$ cat src/rtl/fib_engine.sv
// fib_engine -- iterative Fibonacci-style recurrence engine.
//
// A job is started from IDLE by r_enable. It loads (a, b, cnt) from
// (init_a, init_b, init_n) and then runs cnt steps of
//   a <= a + b ; b <= a
// After the last step, the final value of a is latched into result, and
// w_enable pulses for one cycle.
//
// Optional feature (compile-time macro FIB_ENGINE_MOD_EN):
//   Adds the modulus input. Each step is reduced modulo m with a single
//   conditional subtract, which is exact because a and b are both below m.
//   In this build ovf never sets.
//
// Ports
//   clk       : single clock, rising edge
//   rst_n     : asynchronous active-low reset
//   r_enable  : start request, only looked at in IDLE
//   stall     : freezes the iteration for one cycle while in RUN
//   init_n    : iteration count
//   init_a/b  : initial a and b
//   modulus   : reduction modulus (FIB_ENGINE_MOD_EN only)
//   w_enable  : one-cycle done pulse; result is valid from then on
//   result    : final a of the most recent completed job
//   busy      : high in RUN and DONE
//   ovf       : sticky carry-out of any step in the current job
module fib_engine #(
  parameter int DATA_W = 32,
  parameter int CNT_W  = 6
) (
  input  logic              clk,
  input  logic              rst_n,
  input  logic              r_enable,
  input  logic              stall,
  input  logic [CNT_W-1:0]  init_n,
  input  logic [DATA_W-1:0] init_a,
  input  logic [DATA_W-1:0] init_b,
`ifdef FIB_ENGINE_MOD_EN
  input  logic [DATA_W-1:0] modulus,
`endif
  output logic              w_enable,
  output logic [DATA_W-1:0] result,
  output logic              busy,
  output logic              ovf
);

  typedef enum logic [1:0] {
    IDLE = 2'd0,
    RUN  = 2'd1,
    DONE = 2'd2
  } state_t;

  state_t            state;
  logic [DATA_W-1:0] a;
  logic [DATA_W-1:0] b;
  logic [CNT_W-1:0]  cnt;

  // One step of the recurrence, computed with a carry bit.
  logic [DATA_W:0]   sum;
  logic [DATA_W-1:0] step_a;
  logic              step_carry;

`ifdef FIB_ENGINE_MOD_EN
  logic [DATA_W-1:0] m;
  logic [DATA_W:0]   diff;

  // Operands are both below m, so s < 2m. One conditional subtract
  // therefore fully reduces s.
  always_comb begin
    sum        = {1'b0, a} + {1'b0, b};
    diff       = sum - {1'b0, m};
    step_a     = sum[DATA_W-1:0];
    step_carry = 1'b0;
    if (sum >= {1'b0, m}) step_a = diff[DATA_W-1:0];
  end
`else
  always_comb begin
    sum        = {1'b0, a} + {1'b0, b};
    step_a     = sum[DATA_W-1:0];
    step_carry = sum[DATA_W];
  end
`endif

  always_ff @(posedge clk or negedge rst_n) begin
    if (!rst_n) begin
      state    <= IDLE;
      a        <= '0;
      b        <= '0;
      cnt      <= '0;
      result   <= '0;
      w_enable <= 1'b0;
      busy     <= 1'b0;
      ovf      <= 1'b0;
`ifdef FIB_ENGINE_MOD_EN
      m        <= '0;
`endif
    end else begin
      case (state)
        IDLE: begin
          w_enable <= 1'b0;
          if (r_enable) begin
            a     <= init_a;
            b     <= init_b;
            cnt   <= init_n;
`ifdef FIB_ENGINE_MOD_EN
            m     <= modulus;
`endif
            ovf   <= 1'b0;
            busy  <= 1'b1;
            state <= RUN;
          end
        end
        RUN: begin
          // Completion takes priority over stall. A stalled final cycle
          // would only add latency and gain nothing.
          if (cnt == '0) begin
            result   <= a;
            w_enable <= 1'b1;
            state    <= DONE;
          end else if (!stall) begin
            a   <= step_a;
            b   <= a;
            cnt <= cnt - CNT_W'(1);
            if (step_carry) ovf <= 1'b1;
          end
        end
        DONE: begin
          // r_enable is ignored here. A request still held on the next
          // cycle is picked up from IDLE.
          w_enable <= 1'b0;
          busy     <= 1'b0;
          state    <= IDLE;
        end
        default: begin
          w_enable <= 1'b0;
          busy     <= 1'b0;
          state    <= IDLE;
        end
      endcase
    end
  end

endmodule
$ cat config.mk
export PLATFORM = sky130hd
export DESIGN_NAME = fib_engine
export DESIGN_NICKNAME = d
export VERILOG_FILES = /design/src/rtl/fib_engine.sv
export SDC_FILE = /design/constraint.sdc
export NUM_CORES = 1
export LEC_CHECK = 0
export ABC_AREA = 1
export CORE_MARGIN = 2
export CORE_UTILIZATION = 36
export CTS_BUF_LIST = sky130_fd_sc_hd__clkbuf_4
export DETAILED_ROUTE_END_ITERATION = 12
export GPL_ROUTABILITY_DRIVEN = 1
export GPL_TIMING_DRIVEN = 0
export MAX_ROUTING_LAYER = met4
export PLACE_DENSITY_LB_ADDON = 0.05
export SLEW_MARGIN = 20
export SYNTH_ARGS = -nofsm -noshare
export SYNTH_HDL_FRONTEND = slang
export SYNTH_SLANG_ARGS = --single-unit
export TNS_END_PERCENT = 30
$ cat constraint.sdc
create_clock -name clk -period 5.6 [get_ports clk]
set_input_delay 1.4 -clock clk [delete_from_list [all_inputs] [get_ports clk]]
set_output_delay 1.4 -clock clk [all_outputs]
set_load 0.005 [all_outputs]
==> results.py <==
metrics = {
    "logic_synthesis": {
        "syn_inst": 1063,
        "ys_ff_latch": 107,
        "synth_nets": 1172,
        "yosys_warnings": 0,
        "synthFlopType": "dfrtp_1",
        "ys_types": 33,
        "ys_seq_area_share_pct": 37.5,
        "async_flop_share_pct": 100,
        "avgSynthCellArea_um2": 6.72,
        "synth_area_um2": 7150,
        "synth_edf_count": 0,
    },
    "final_layout": {
        "nets": 1292,
        "stdcell_area_um2": 8710,
        "final-seq-area_um2": 2680,
        "final_cell_mix": "nand2_1 (408), inv_1 (131), dfrtp_1 (107), clkdlybuf4s50_1 (107), nor2_1 (101)",
        "nFillCells": 2065,
        "multi_input_area_um2": 3760,
        "post-route-util_pct": 44.8,
        "layout_commonest_cell": "nand2_1",
        "layout-drive-gt1-share_pct": 3.88,
        "area_delta_synth_final_pct": 21.9,
    },
    "worst_setup_path": {
        "crit_chain": "clkdlybuf4s50_1",
        "crit_arrival_ps": 1420,
        "slowest_delay_ps": 530,
        "cp-startpoint": "result[8]",
        "reg2reg_slack_ps": 3130,
        "r2r-end": "a[28]",
        "r2r-start": "a[0]",
        "path_class": "flip-flop to output port",
        "crit_family": "buffers and inverters",
        "crit_fanout": 2,
        "worstRegToRegCells": 13,
        "cp_slowest_cell": "clkdlybuf4s50_1",
        "crit_required_ps": 4200,
        "worstSetupStartpointType": "flip-flop",
        "crit_path_end_kind": "output port",
        "worst-path-buf-inv": 1,
    },
    "clocking": {
        "postCtsSetupRepairBufs": 0,
        "root_buffer": "clkbuf_4",
        "clkTransAtPathRegs_ps": 160,
        "cts_resized": 0,
        "ctsHoldBuffers": 0,
        "cts_buffer_depth": 2,
        "insertion_delay_ps": 500,
        "numClockSinks": 107,
        "cts_tree": "built",
        "htree_levels": 3,
        "cts_buffers": 9,
    },
    "detailed_routing": {
        "drc": 0,
        "num_vias": 6862,
        "dr.pass1.iters": 6,
        "drtIter0Drc": 411,
        "totalWireLength_um": 23400,
        "vias_per_cell": 4.73,
        "wl_met2_um": 9740,
        "route.met3.wl_um": 880,
        "ant_nets": 0,
        "wl_per_cell_um": 16.1,
        "top_layer_used": "met4",
        "met1Wirelength_um": 12400,
    },
    "grt": {
        "grt_pass1_vias": 6465,
        "grt_max_degree": 73,
        "grt_overflow": 0,
        "grtUsageTotal_pct": 23.7,
        "antenna_found_initial": 1,
        "grt_first_pass_wirelength_um": 36200,
    },
    "sta": {
        "worstMarginPinSlew_ps": 811,
        "setup_viol_count_final": 0,
        "worst_hold_slack_ps": 500,
        "slew_headroom_pct": 45.9,
        "finalHoldViolCount": 0,
        "finalMaxSlewViolations": 0,
        "rsz0062_at_grt": "false",
        "fin_crit_sh_pct": 50.4,
        "max_freq_mhz": 354,
        "finClkSkew_ps": 17.9,
        "min_period_ps": 2820,
        "setup-tns-final_ps": 0,
    },
    "power": {
        "cellPowerDensity_nw_per_um2": 707,
        "p_leak_nw": 4.53,
        "finalPower_mw": 6.16,
        "irDropWorstVdd_uv": 223,
    },
    "floorplan": {
        "die_h_um": 145,
        "core_um2": 19500,
        "start_util_pct": 36.7,
        "die_w_um": 145,
        "fp.dieArea_um2": 21000,
        "std_cell_rows": 51,
        "ios": 109,
    },
    "min_path": {
        "min_delay_worst_endpoint": "result[20]",
        "whs_path_depth": 2,
        "hp-class": "flip-flop to flip-flop",
        "worstHoldStart": "result[20]",
    },
    "placement": {
        "io_buffers": 108,
        "routabilityCongestion": 0.890,
        "hpwl_um": 18000,
        "placed_cell_area_um2": 8590,
    },
    "job": {
        "drv_cap": 0,
    },
    "outcome": {
        "outcome": "finished clean",
    },
}
## tightest hold or removal path: cells and delay by family, from the launching register on
| family | cells | cell delay (ps) |
|---|---|---|
| flip-flops | 1 | 370 |
| AO/OA/AOI/OAI | 1 | 50 |
| AND/OR/NAND/NOR | 1 | 50 |
## cell usage after synthesis, drive strengths merged, types with 2 or more instances
library cell	instances	area, µm²
xnor2	2	17.5
nand4	3	18.8
clkbuf	15	56.3
o22ai	2	12.5
o31ai	2	20.0
inv	135	507
o21a	31	233
ha	34	425
nand3	72	360
nor2	103	392
o21bai	5	37.5
nand2	408	1530
a21oi	28	140
a211oi	2	15.0
o211ai	3	22.5
buf	21	143
nor3	3	26.3
xor2	13	114
and2	2	12.5
o21ai	69	349
dfrtp	107	2680
## sequential cells by signal, summed over array words and instances, names as in the netlist
name      count
state         2
cnt           6
a            32
ovf           1
b            32
result       32
busy          1
w_enable      1
## worst max-delay path by stage
stage,end,cells past startpoint
floorplan,b[10],7
global placement,result[25],1
detailed placement,a[7],8
CTS,result[1],1
global route,result[1],1
finish,result[8],1
## power by group
| group | internal, mW | switching, mW |
|---|---|---|
| sequential | 1.16 | 0.248 |
| clock | 0.131 | 0.276 |
| combinational | 1.60 | 2.75 |
## metrics by stage
stage                     std cells  setup slack (ps)
after floorplan                1063              3410
after global placement         1436             -1290
after detailed placement       1437              2710
after CTS                      1451              2760
after global routing           1452              2720
final                          1452              2780
## layer usage
layer,vias to the layer above,track usage (%)
li1,3560,-
met1,3125,35.0
met2,154,34.7
met3,23,2.14
met4,0,6.64
met5,-,-
## area by class of cell
class / instances / share of cell area, %
clock inverter: 5 / 0.646
timing repair buffer: 109 / 12.7
multi-input combinational: 785 / 43.2
tap: 265 / 3.81
sequential: 107 / 30.7
buffer: 36 / 2.28
antenna: 1 / 0.0287
clock buffer: 9 / 0.775
inverter: 135 / 5.82
## logic make-up after synthesis
| family | share of synthesized area [%] |
|---|---|
| buffers and inverters | 9.88 |
| flip-flops | 37.5 |
| AND/OR/NAND/NOR | 32.8 |
| AO/OA/AOI/OAI | 11.7 |
| XOR/XNOR | 1.84 |
| adder cells (fa/ha/maj) | 6.23 |
No activity file was read; power rests on OpenSTA's default activity.
